$ cat config.mk
export PLATFORM = sky130hd
export DESIGN_NAME = instr_sequencer
export DESIGN_NICKNAME = d
export VERILOG_FILES = /design/src/rtl/instr_sequencer.sv
export SDC_FILE = /design/constraint.sdc
export NUM_CORES = 1
export LEC_CHECK = 0
export ABC_AREA = 0
export BUFFER_PORTS_ARGS = -buffer_cell sky130_fd_sc_hd__buf_4
export CAP_MARGIN = 20
export CELL_PAD_IN_SITES_DETAIL_PLACEMENT = 2
export CELL_PAD_IN_SITES_GLOBAL_PLACEMENT = 2
export CORE_ASPECT_RATIO = 1.4
export CORE_MARGIN = 8
export CORE_UTILIZATION = 30
export CTS_CLUSTER_SIZE = 20
export DETAILED_ROUTE_END_ITERATION = 12
export GPL_ROUTABILITY_DRIVEN = 1
export PLACE_DENSITY_LB_ADDON = 0.1
export SYNTH_ARGS = -nofsm -noshare
export SYNTH_HDL_FRONTEND = slang
export SYNTH_SLANG_ARGS = --single-unit
$ cat constraint.sdc
create_clock -name clk -period 4.82 [get_ports clk]
set_input_delay 0.723 -clock clk [delete_from_list [all_inputs] [get_ports clk]]
set_output_delay 0.723 -clock clk [all_outputs]
set_load 0.05 [all_outputs]
$ cat src/rtl/instr_sequencer.sv
// Multi-cycle fetch/decode/execute/writeback control FSM for a 32-word instruction memory.
// Optional SINGLE_STEP_EN adds a step input that launches one instruction from IDLE.
module instr_sequencer #(
  parameter logic [4:0] HALT_OP      = 5'd31,
  parameter logic [4:0] NOP_OP       = 5'd0,
  parameter int         EXEC_TIMEOUT = 16
) (
  input  logic        clk,
  input  logic        rst,
  input  logic        run,
`ifdef SINGLE_STEP_EN
  input  logic        step,
`endif
  input  logic [19:0] instr,
  input  logic        exec_done,
  output logic [19:0] pc,
  output logic [19:0] ir,
  output logic        exec_start,
  output logic        wb_en,
  output logic        busy,
  output logic        halted,
  output logic        fault,
  output logic [19:0] retired,
  output logic [2:0]  dbgState
);

  typedef enum logic [2:0] {
    IDLE   = 3'd0,
    FETCH  = 3'd1,
    DECODE = 3'd2,
    EXEC   = 3'd3,
    WB     = 3'd4,
    HALT   = 3'd5,
    FAULT  = 3'd6
  } state_t;

  localparam logic [7:0] TIMEOUT_LAST = 8'(EXEC_TIMEOUT - 1);

  state_t      state, stateNext;
  logic [19:0] pcNext, irNext, retiredNext;
  logic [7:0]  execCnt, execCntNext;
  logic        launch;

`ifdef SINGLE_STEP_EN
  assign launch = run | step;
`else
  assign launch = run;
`endif

  always_ff @(posedge clk) begin
    if (rst) begin
      state   <= IDLE;
      pc      <= 20'd0;
      ir      <= 20'd0;
      retired <= 20'd0;
      execCnt <= 8'd0;
    end else begin
      state   <= stateNext;
      pc      <= pcNext;
      ir      <= irNext;
      retired <= retiredNext;
      execCnt <= execCntNext;
    end
  end

  // Handshake: exec_start pulses in the first EXEC cycle only; the unit may
  // answer with exec_done in that same cycle or any later EXEC cycle. exec_done
  // is ignored in every other state, and the FSM faults if no answer arrives.
  always_comb begin
    stateNext   = state;
    pcNext      = pc;
    irNext      = ir;
    retiredNext = retired;
    execCntNext = execCnt;
    exec_start  = 1'b0;
    wb_en       = 1'b0;
    case (state)
      IDLE: begin
        if (launch) stateNext = FETCH;
      end
      FETCH: begin
        irNext    = instr;
        stateNext = DECODE;
      end
      DECODE: begin
        if (ir[4:0] == HALT_OP) begin
          stateNext = HALT;
        end else if (ir[4:0] == NOP_OP) begin
          pcNext      = {15'd0, pc[4:0] + 5'd1};
          retiredNext = (retired == 20'hFFFFF) ? retired : retired + 20'd1;
          stateNext   = run ? FETCH : IDLE;
        end else begin
          execCntNext = 8'd0;
          stateNext   = EXEC;
        end
      end
      EXEC: begin
        exec_start = (execCnt == 8'd0);
        if (exec_done) begin
          stateNext = WB;
        end else if (execCnt == TIMEOUT_LAST) begin
          stateNext = FAULT;
        end else begin
          execCntNext = execCnt + 8'd1;
        end
      end
      WB: begin
        wb_en       = 1'b1;
        pcNext      = {15'd0, pc[4:0] + 5'd1};
        retiredNext = (retired == 20'hFFFFF) ? retired : retired + 20'd1;
        stateNext   = run ? FETCH : IDLE;
      end
      HALT:    stateNext = HALT;
      FAULT:   stateNext = FAULT;
      default: stateNext = IDLE;
    endcase
  end

  assign busy     = (state != IDLE) && (state != HALT) && (state != FAULT);
  assign halted   = (state == HALT);
  assign fault    = (state == FAULT);
  assign dbgState = state;

endmodule

==> flow_summary_export.csv <==
group,metric,value,unit
worst_setup_path,cp.arrival,1.59,ns
power_and_ir_drop,powerDensity,346,nW/um^2
hold_path,worstHoldPathType,"register to register",
clock_network,cts_max_level,2,
sta,fin_skew,0.00572,ns
drt,initialDrtViolationCount,40,
clock_network,cts_hold_buf,0,
sta,slew_viol_final,0,
drt,wl_per_cell,17.2,um
clock_network,clock_path_buffers,2,
clock_network,cts_resized,0,
synth,ys.flop_type,"dfxtp_1",
synth,yosys-top-cells-area,"dfxtp_1, nand2_1, xor2_1",
clock_network,clk_latency,0.30,ns
floorplan,start_util,30.9,%
placed_design,hpwl,6.27,mm
synth,ys_warn_count,0,
synth,yosys.area.top_type,"dfxtp_1",
clock_network,clkTransAtPathRegs,0.07,ns
synth,yosysMostFrequentCell,"dfxtp_1",
job,drv_cap,0,
worst_setup_path,r2r_slack,2.59,ns
worst_setup_path,endpoint_kind,"primary output",
sta,relSlewSlack,47.6,%
sta,period_share,48.0,%
final_layout,antenna_cells,0,
drt,vias,2411,
clock_network,cts_setup_buffers,0,
placed_design,routabilityCongestion,0.699,
synth,synth_area,2660,um^2
worst_setup_path,critical_path.max_fanout,12,
clock_network,cts_root_buffer,"clkbuf_16",
placed_design,portBuffers,76,
floorplan,rows,40,
sta,fin_hold_ws,0.463,ns
synth,yosysSeqAreaShare,42.2,%
grt,grt_pass1_wl,13.5,mm
clock_network,cts.sinks,56,
status,status,"complete, no violations",
grt,first_global_vias,2618,
grt,grt_max_degree,52,
power_and_ir_drop,irDropWorstVdd,0.147,mV
synth,synthArstFlopShare,0,%
floorplan,dieArea,12200,um^2
sta,rsz0062_at_grt,"false",
final_layout,drive_above_1_share,25.1,%
grt,grt_use_total,14.0,%
grt,grt_remaining_overflow,0,
grt,grt_antenna_before_repair,0,
worst_setup_path,cp-start-kind,"register",
final_layout,stdcell_area,3430,um^2
sta,setup_viol,0,
drt,ant_nets,0,
worst_setup_path,required,4.10,ns
clock_network,numCtsBuffers,5,
sta,finalHoldViolCount,0,
hold_path,hold-path-cell-count,2,
power_and_ir_drop,p_leak,0.00142,uW
drt,drt-pass1-iter-count,3,
synth,synth.avg_cell_area,8.43,um^2
synth,yosysTopAreaCellShare,42.2,%
sta,tightestPinTransition,0.779,ns
drt,vias_per_cell,4.94,
worst_setup_path,crit_type,"register to primary output",
synth,synth-edff-count,0,
sta,fmax,433,MHz
floorplan,io_pins,92,
floorplan,dieWidth,95.5,um
sta,fin_setup_tns,0,ns
drt,drc,0,
final_layout,n_fill_cell,987,
placed_design,place_area,3250,um^2
synth,postSynthCellCount,315,
power_and_ir_drop,finalPower,1190,uW
synth,synthDistinctLibCells,46,
final_layout,syn2layout_area_growth,29.2,%
synth,synthTopCellsByCount,"dfxtp_1, nand2_1, nor2_1, a21oi_1, xor2_1",
floorplan,die_h,127,um
sta,finalCriticalPeriod,2.31,ns
floorplan,core_area,8610,um^2
synth,synth-seq-cells,56,
drt,wirelength,8.39,mm
clock_network,cts_tree,"yes",
final_layout,fin_nets,411,
final_layout,fin_util,39.9,%
worst_setup_path,rr_worst_depth,5,
[kinds of logic after synthesis]
logic type                 synth area share [%]
AOI/OAI and AO/OA                          11.2
xor gates and xnor gates                   8.90
adders and majority gates                  1.88
buffers and inverters                      7.63
DFF                                        42.2
muxes                                     0.754
other                                     0.141
and+or+nand+nor                            27.3
[cells in the final DEF, fill, tap and decap left out, types with 2 or more instances in the layout]
cell type  synthesis  final
a211oi_1           4      4
xor2_1            17     17
buf_4             16     78
nor2_1            37     37
conb_1             1     15
a21oi_1           27     27
nand3_1            7      7
nor3_1             4      4
ha_1               4      4
or4_1              2      2
nor3b_2            1      2
o2111ai_1          3      3
nand2b_1           2      2
clkbuf_16          0      5
inv_1              5      5
o21ai_1            2      2
nor4_1             4      4
and3b_1            2      2
bufinv_16          0      2
dfxtp_1           56     56
nand2_1           52     52
nor2b_1            2      2
o211ai_1           2      2
nor4_2             3      3
and4_1             2      2
nand4_2            2      2
xnor2_1           10     10
nand4_1            8      8
mux2i_1            2      2
and3_1             7      7
[flip-flops by register name, indices dropped and copies added, names as in the netlist]
name,count
dbgState,3
execCnt,8
ir,20
retired,20
pc,5
[per-layer routing]
| metal | global-route usage (%) | routed length, um | vias to the layer above |
|---|---|---|---|
| met5 | 0 | 0 | - |
| met4 | 7.27 | 242 | 0 |
| met3 | 2.70 | 360 | 17 |
| met2 | 25.5 | 4540 | 45 |
| met1 | 14.6 | 3240 | 1169 |
| li1 | - | - | 1180 |
[metrics by stage]
step / setup WS, ns / cells
after global placement: 2.70 / 481
after CTS: 2.48 / 488
after floorplan: 2.09 / 329
after global routing: 2.36 / 488
final: 2.51 / 488
after detailed placement: 2.60 / 481
[power breakdown]
part | total (uW) | internal [uW] | switching, uW
combinational | 223 | 63.9 | 159
clock | 463 | 295 | 168
sequential | 501 | 480 | 21.1
[critical path: stages (launching register included)]
cell	delay, ns
dfxtp_1	0.58
nor2b_1	0.30
and2_1	0.20
buf_4	0.21
[worst paths after layout]
check | end | startpoint
worst min register to register | ir[8] | ir[8]
worst max-delay path | fault | dbgState[1]
worst max register to register | retired[17] | dbgState[2]
worst min-delay path | ir[8] | ir[8]
[cell type report]
cell class	count	area [um^2]	share of cell area (%)
inverters	5	18.8	0.547
repair buffers	78	586	17.1
clock buffers	5	125	3.65
flip-flops and latches	56	1120	32.7
multi-input cells	237	1390	40.5
clock inverters	2	60.1	1.75
well taps	105	131	3.83
(Power assumes the default switching activity.)
